--- src/rtl/vram_write_buffer.sv ---
// Elastic FIFO between fire-and-forget VRAM write strobes and an acknowledging memory port.
// Head entry is held in an output register until acked. The producer is never stalled, and drops set a sticky flag.
module vram_write_buffer #(
    parameter int DEPTH      = 16,
    parameter int ADDR_WIDTH = 16,
    parameter int DATA_WIDTH = 16
) (
    input  logic                    clk,
    input  logic                    reset_i,
    input  logic                    vram_sel_i,
    input  logic                    vram_wr_i,
    input  logic [3:0]              vram_mask_i,
    input  logic [ADDR_WIDTH-1:0]   vram_addr_i,
    input  logic [DATA_WIDTH-1:0]   vram_data_i,
    input  logic                    clear_overflow_i,
    output logic                    mem_sel_o,
    output logic                    mem_wr_o,
    output logic [3:0]              mem_mask_o,
    output logic [ADDR_WIDTH-1:0]   mem_addr_o,
    output logic [DATA_WIDTH-1:0]   mem_data_o,
    input  logic                    mem_ack_i,
    output logic                    empty_o,
    output logic                    full_o,
    output logic [$clog2(DEPTH):0]  level_o,
    output logic                    overflow_o
);

    localparam int PW = $clog2(DEPTH);
    localparam int LW = PW + 1;
    localparam logic [LW-1:0] FULL_LVL = LW'(DEPTH);

    typedef struct packed {
        logic [3:0]            mask;
        logic [ADDR_WIDTH-1:0] addr;
        logic [DATA_WIDTH-1:0] data;
    } entry_t;

    typedef enum logic {IDLE, ISSUE} state_t;

    entry_t          ram_q [DEPTH];
    state_t          state_q, state_d;
    entry_t          head_q, head_d;
    logic [PW-1:0]   wr_ptr_q, wr_ptr_d;
    logic [PW-1:0]   rd_ptr_q, rd_ptr_d;
    logic [LW-1:0]   level_q, level_d;
    logic            ovf_q, ovf_d;
    logic            push, pop, accept, drop;
    entry_t          in_entry;

    assign in_entry = {vram_mask_i, vram_addr_i, vram_data_i};

    always_comb begin
        push     = vram_sel_i & vram_wr_i;
        pop      = (state_q == ISSUE) & mem_ack_i;
        // At full, a push is still accepted when the head retires on the same edge.
        accept   = push & ((level_q != FULL_LVL) | pop);
        drop     = push & ~accept;
        state_d  = state_q;
        head_d   = head_q;
        wr_ptr_d = accept ? wr_ptr_q + PW'(1) : wr_ptr_q;
        rd_ptr_d = pop ? rd_ptr_q + PW'(1) : rd_ptr_q;
        level_d  = level_q;
        if (accept && !pop) begin
            level_d = level_q + LW'(1);
        end else if (pop && !accept) begin
            level_d = level_q - LW'(1);
        end
        ovf_d = drop | (ovf_q & ~clear_overflow_i);

        case (state_q)
            IDLE: begin
                if (level_q != '0) begin
                    state_d = ISSUE;
                    head_d  = ram_q[rd_ptr_q];
                end
            end
            ISSUE: begin
                if (pop) begin
                    if (level_q > LW'(1)) begin
                        head_d = ram_q[rd_ptr_d];
                    end else if (accept) begin
                        // Sole follower is being written this edge, so forward it from the input.
                        head_d = in_entry;
                    end else begin
                        state_d = IDLE;
                    end
                end
            end
            default: state_d = IDLE;
        endcase
    end

    always_ff @(posedge clk or posedge reset_i) begin
        if (reset_i) begin
            state_q  <= IDLE;
            head_q   <= '0;
            wr_ptr_q <= '0;
            rd_ptr_q <= '0;
            level_q  <= '0;
            ovf_q    <= 1'b0;
        end else begin
            state_q  <= state_d;
            head_q   <= head_d;
            wr_ptr_q <= wr_ptr_d;
            rd_ptr_q <= rd_ptr_d;
            level_q  <= level_d;
            ovf_q    <= ovf_d;
        end
    end

    always_ff @(posedge clk) begin
        if (accept) begin
            ram_q[wr_ptr_q] <= in_entry;
        end
    end

    assign mem_sel_o  = (state_q == ISSUE);
    assign mem_wr_o   = mem_sel_o;
    assign mem_mask_o = head_q.mask;
    assign mem_addr_o = head_q.addr;
    assign mem_data_o = head_q.data;
    assign level_o    = level_q;
    assign empty_o    = (level_q == '0);
    assign full_o     = (level_q == FULL_LVL);
    assign overflow_o = ovf_q;

endmodule

--- config.mk ---
export PLATFORM = sky130hd
export DESIGN_NAME = vram_write_buffer
export DESIGN_NICKNAME = d
export VERILOG_FILES = /design/src/rtl/vram_write_buffer.sv
export SDC_FILE = /design/constraint.sdc
export NUM_CORES = 1
export LEC_CHECK = 0
export ABC_AREA = 1
export CAP_MARGIN = 5
export CORE_ASPECT_RATIO = 1.5
export CORE_MARGIN = 4
export CORE_UTILIZATION = 49
export DETAILED_ROUTE_END_ITERATION = 8
export PLACE_DENSITY = 0.72
export SLEW_MARGIN = 30
export SYNTH_ARGS = -nofsm -noshare
export SYNTH_HDL_FRONTEND = slang
export SYNTH_SLANG_ARGS = --single-unit
--- constraint.sdc ---
create_clock -name clk -period 11.4 [get_ports clk]
set_clock_uncertainty 0.05 [all_clocks]
set_input_delay 2.28 -clock clk [delete_from_list [all_inputs] [get_ports clk]]
set_output_delay 2.28 -clock clk [all_outputs]
set_load 0.02 [all_outputs]
==> insert_results.sql <==
INSERT INTO impl_metrics (metric_group, metric, value, unit) VALUES
('run_status', 'run_status', 'finished clean', ''),
('synth', 'synth.area.top_cells', 'sky130_fd_sc_hd__edfxtp_1, sky130_fd_sc_hd__nand3_1, sky130_fd_sc_hd__inv_1', ''),
('synth', 'synth_warnings', '0', ''),
('synth', 'yosys.area.top_type_share', '52.5', '%'),
('final_layout', 'multiInputGateArea', '0.0111', 'mm^2'),
('final_layout', 'fin_nets', '3700', ''),
('synth', 'netlist_area', '0.0330', 'mm^2'),
('detailed_routing', 'route.vias.total', '27600', ''),
('floorplanning', 'placeableCoreArea', '0.0668', 'mm^2'),
('floorplanning', 'rows', '116', ''),
('final_layout', 'drive_gt1_share', '4.87', '%'),
('synth', 'syn_avg_cell_area', '8.82', 'um^2'),
('final_layout', 'area.sequential', '0.0186', 'mm^2'),
('placement', 'finalWeightedCongestion', '0.806', ''),
('clocking', 'tritoncts', 'done', ''),
('final_layout', 'layout.cells.most_common', 'sky130_fd_sc_hd__nand3_1', ''),
('critical_path', 'worst-endpoint-arrival', '6200', 'ps'),
('global_routing', 'first_global_vias', '26500', ''),
('detailed_routing', 'wl_per_cell', '22.1', 'um'),
('critical_path', 'crit_path_start_kind', 'input port', ''),
('power', 'leakagePower', '14.7', 'nW'),
('detailed_routing', 'drt_iter0_drc', '3562', ''),
('clocking', 'tritoncts_num_sinks', '627', ''),
('synth', 'yosysUniqueCellTypes', '32', ''),
('clocking', 'post_cts_hold_buffer_count', '0', ''),
('global_routing', 'antenna_found_initial', '2', ''),
('floorplanning', 'initial_core_util', '49.4', '%'),
('final_layout', 'util_after_layout', '54.4', '%'),
('timing', 'post_route_fraction_of_the_period_consumed_by_the_critical_path', '50.4', '%'),
('synth', 'postSynthNetCount', '3789', ''),
('detailed_routing', 'antenna_left', '0', ''),
('synth', 'yosys.area.top_type', 'sky130_fd_sc_hd__edfxtp_1', ''),
('clocking', 'clk_path_buf_depth', '3', ''),
('floorplanning', 'die_x_extent', '220', 'um'),
('critical_path', 'critPathSlowestCell', 'sky130_fd_sc_hd__nand2_8', ''),
('final_layout', 'final_cell_mix', 'sky130_fd_sc_hd__nand3_1, sky130_fd_sc_hd__inv_1, sky130_fd_sc_hd__edfxtp_1', ''),
('synth', 'ys_ff_latch', '627', ''),
('floorplanning', 'dieHeight', '326', 'um'),
('detailed_routing', 'drt-total-wl', '101000', 'um'),
('global_routing', 'gr-total-overflow', '0', ''),
('synth', 'synth_cells', '3737', ''),
('timing', 'tightest_pin_transition', '1090', 'ps'),
('clocking', 'clk_transition_reported_paths', '70', 'ps'),
('global_routing', 'first_pass_grt_wire_length', '154000', 'um'),
('detailed_routing', 'route.detailed.vias_per_inst', '6.03', ''),
('critical_path', 'worstPathCellList', 'clkdlybuf4s50_1, nand3_4, nand2_8, buf_4, nand2_1, nand3_1, nand3_1, nand3_1, nand3_1, nand2_1, a21oi_1', ''),
('critical_path', 'crit_fanout', '133', ''),
('detailed_routing', 'drcViolationCount', '0', ''),
('critical_path', 'cp_slowest_stage_delay', '1020', 'ps'),
('timing', 'timing_max_transition_violations_final', '0', ''),
('critical_path', 'worstPathRequired', '11860', 'ps'),
('clocking', 'cts.root.buffer_cell', 'sky130_fd_sc_hd__clkbuf_16', ''),
('critical_path', 'endpoint_kind', 'flip-flop', ''),
('critical_path', 'type_of_the_setup_path_with_the_least_slack', 'input port to flip-flop', ''),
('detailed_routing', 'first_pass_iters', '6', ''),
('floorplanning', 'boundaryPins', '88', ''),
('final_layout', 'fillers', '5883', ''),
('final_layout', 'flow.area_growth_from_synthesis', '10.2', '%'),
('timing', 'setup_viol', '0', ''),
('global_routing', 'grt_max_degree', '204', ''),
('timing', 'slew_headroom', '27.3', '%'),
('job', 'maxCapViolCount', '0', ''),
('clocking', 'cts_buffers', '57', ''),
('timing', 'finalSetupTns', '0', 'ps'),
('synth', 'ys_seq_area_share', '56.3', '%'),
('placement', 'buffer_ports.inserted', '87', ''),
('timing', 'timing.fmax', '0.174', 'GHz'),
('timing', 'timing.final.hold_violations', '0', ''),
('clocking', 'insertion_delay', '650', 'ps'),
('power', 'max-vdd-ir-drop', '0.000255', 'V'),
('clocking', 'cts.htree.levels', '2', ''),
('placement', 'place.detailed.hpwl', '48100', 'um'),
('critical_path', 'timing.critical_path.mode_cell', 'sky130_fd_sc_hd__nand3_1', ''),
('timing', 'period_minus_slack', '5750', 'ps'),
('floorplanning', 'floorplan.die_area', '0.0716', 'mm^2'),
('power', 'power_density', '251', 'mW/mm^2'),
('timing', 'rsz0062_at_grt', 'false', ''),
('global_routing', 'gr-usage-all-layers', '27.9', '%'),
('clocking', 'post-cts-setup-buffers', '0', ''),
('min_path', 'min_path_type', 'flip-flop to flip-flop', ''),
('clocking', 'post_cts.resized_instances', '0', '');
-- cell families after synthesis --
group,share of synthesized area (%)
buffers and inverters,10.6
adders and majority gates,0.380
xor gates and xnor gates,0.311
DFF,56.3
AOI/OAI and AO/OA,9.81
and+or+nand+nor,22.5
-- final timing paths --
kind	startpoint	endpoint	slack, ps	cells after the start
worst min-delay path	mem_data_o[6]	mem_data_o[6]	490	2
worst max register to register	rd_ptr_q[0]	mem_addr_o[5]	5920	11
worst max-delay path	mem_ack_i	mem_addr_o[5]	5650	11
max in group asynchronous	reset_i	rd_ptr_q[1]	8460	3
worst min register to register	mem_data_o[6]	mem_data_o[6]	490	2
min in group asynchronous	reset_i	overflow_o	1820	2
-- final cells by class --
class                   instances  area share, %
diodes                          2         0.0138
well taps                     885           3.05
clock inverters                31          0.813
multi-input cells            2214           30.5
flip-flops and latches        627           51.2
clock buffers                  77           4.44
inverters                     612           6.34
repair buffers                136           3.64
-- through the flow --
stage | instances | total power, mW | area, um^2 | hold slack, ps | setup WS (ps)
after CTS | 4580 | 9.03 | 36200 | 490 | 5560
final | 4584 | 9.13 | 36300 | 485 | 5650
after detailed placement | 4472 | 7.07 | 34300 | 472 | 4880
after floorplan | 3737 | 5.76 | 33000 | 451 | 5810
after global placement | 4472 | 7.02 | 34300 | 457 | 4990
after global routing | 4584 | 9.62 | 36300 | 504 | 5360
-- registers in the layout, summed over array words and instances, names as in the netlist --
signal      count
mem_data_o     16
mem_mask_o      4
overflow_o      1
rd_ptr_q        4
wr_ptr_q        4
mem_sel_o       1
ram_q         576
level_o         5
mem_addr_o     16
-- worst max-delay path: cells and delay by family --
kind | cells | cell delay (ps)
simple gates | 8 | 2340
buf+inv | 2 | 1350
compound gates | 1 | 70
-- routing by layer --
metal  routed length, um  part of all wire [%]  GRT usage, %
met1               36300                    36          34.8
met2               48100                    47          46.1
met3               11200                    11          4.83
met4                5770                   5.7          15.0
met5                   0                     0             0
-- power breakdown --
group          total [mW]  switching [mW]  internal [mW]
clock                1.97           0.867           1.11
sequential           2.95           0.233           2.72
combinational        4.21            2.91           1.30
total                9.13            4.01           5.12
-- synthesized netlist by cell type --
cell type	instances
sky130_fd_sc_hd__nand3_1	1019
sky130_fd_sc_hd__nand2_2	7
sky130_fd_sc_hd__clkinv_1	1
sky130_fd_sc_hd__buf_6	3
sky130_fd_sc_hd__xnor2_1	2
sky130_fd_sc_hd__buf_4	11
sky130_fd_sc_hd__xor2_2	2
sky130_fd_sc_hd__edfxtp_1	576
sky130_fd_sc_hd__o21ai_0	231
sky130_fd_sc_hd__nand3_2	1
sky130_fd_sc_hd__o21ai_2	1
sky130_fd_sc_hd__buf_1	57
sky130_fd_sc_hd__nor3_1	3
sky130_fd_sc_hd__or2_1	1
sky130_fd_sc_hd__o22ai_1	1
sky130_fd_sc_hd__clkbuf_1	152
sky130_fd_sc_hd__nand2_1	482
sky130_fd_sc_hd__inv_2	3
sky130_fd_sc_hd__dfrtp_1	51
sky130_fd_sc_hd__inv_1	607
sky130_fd_sc_hd__nor2_1	55
sky130_fd_sc_hd__buf_2	61
sky130_fd_sc_hd__a21oi_1	262
sky130_fd_sc_hd__xor2_1	6
sky130_fd_sc_hd__o211ai_1	99
sky130_fd_sc_hd__nor3_4	1
sky130_fd_sc_hd__nand4_1	2
sky130_fd_sc_hd__nand3b_1	27
sky130_fd_sc_hd__clkinv_2	1
sky130_fd_sc_hd__o21bai_1	1
sky130_fd_sc_hd__ha_1	10
sky130_fd_sc_hd__and2_1	1
No activity file was read; power rests on OpenSTA's default activity.
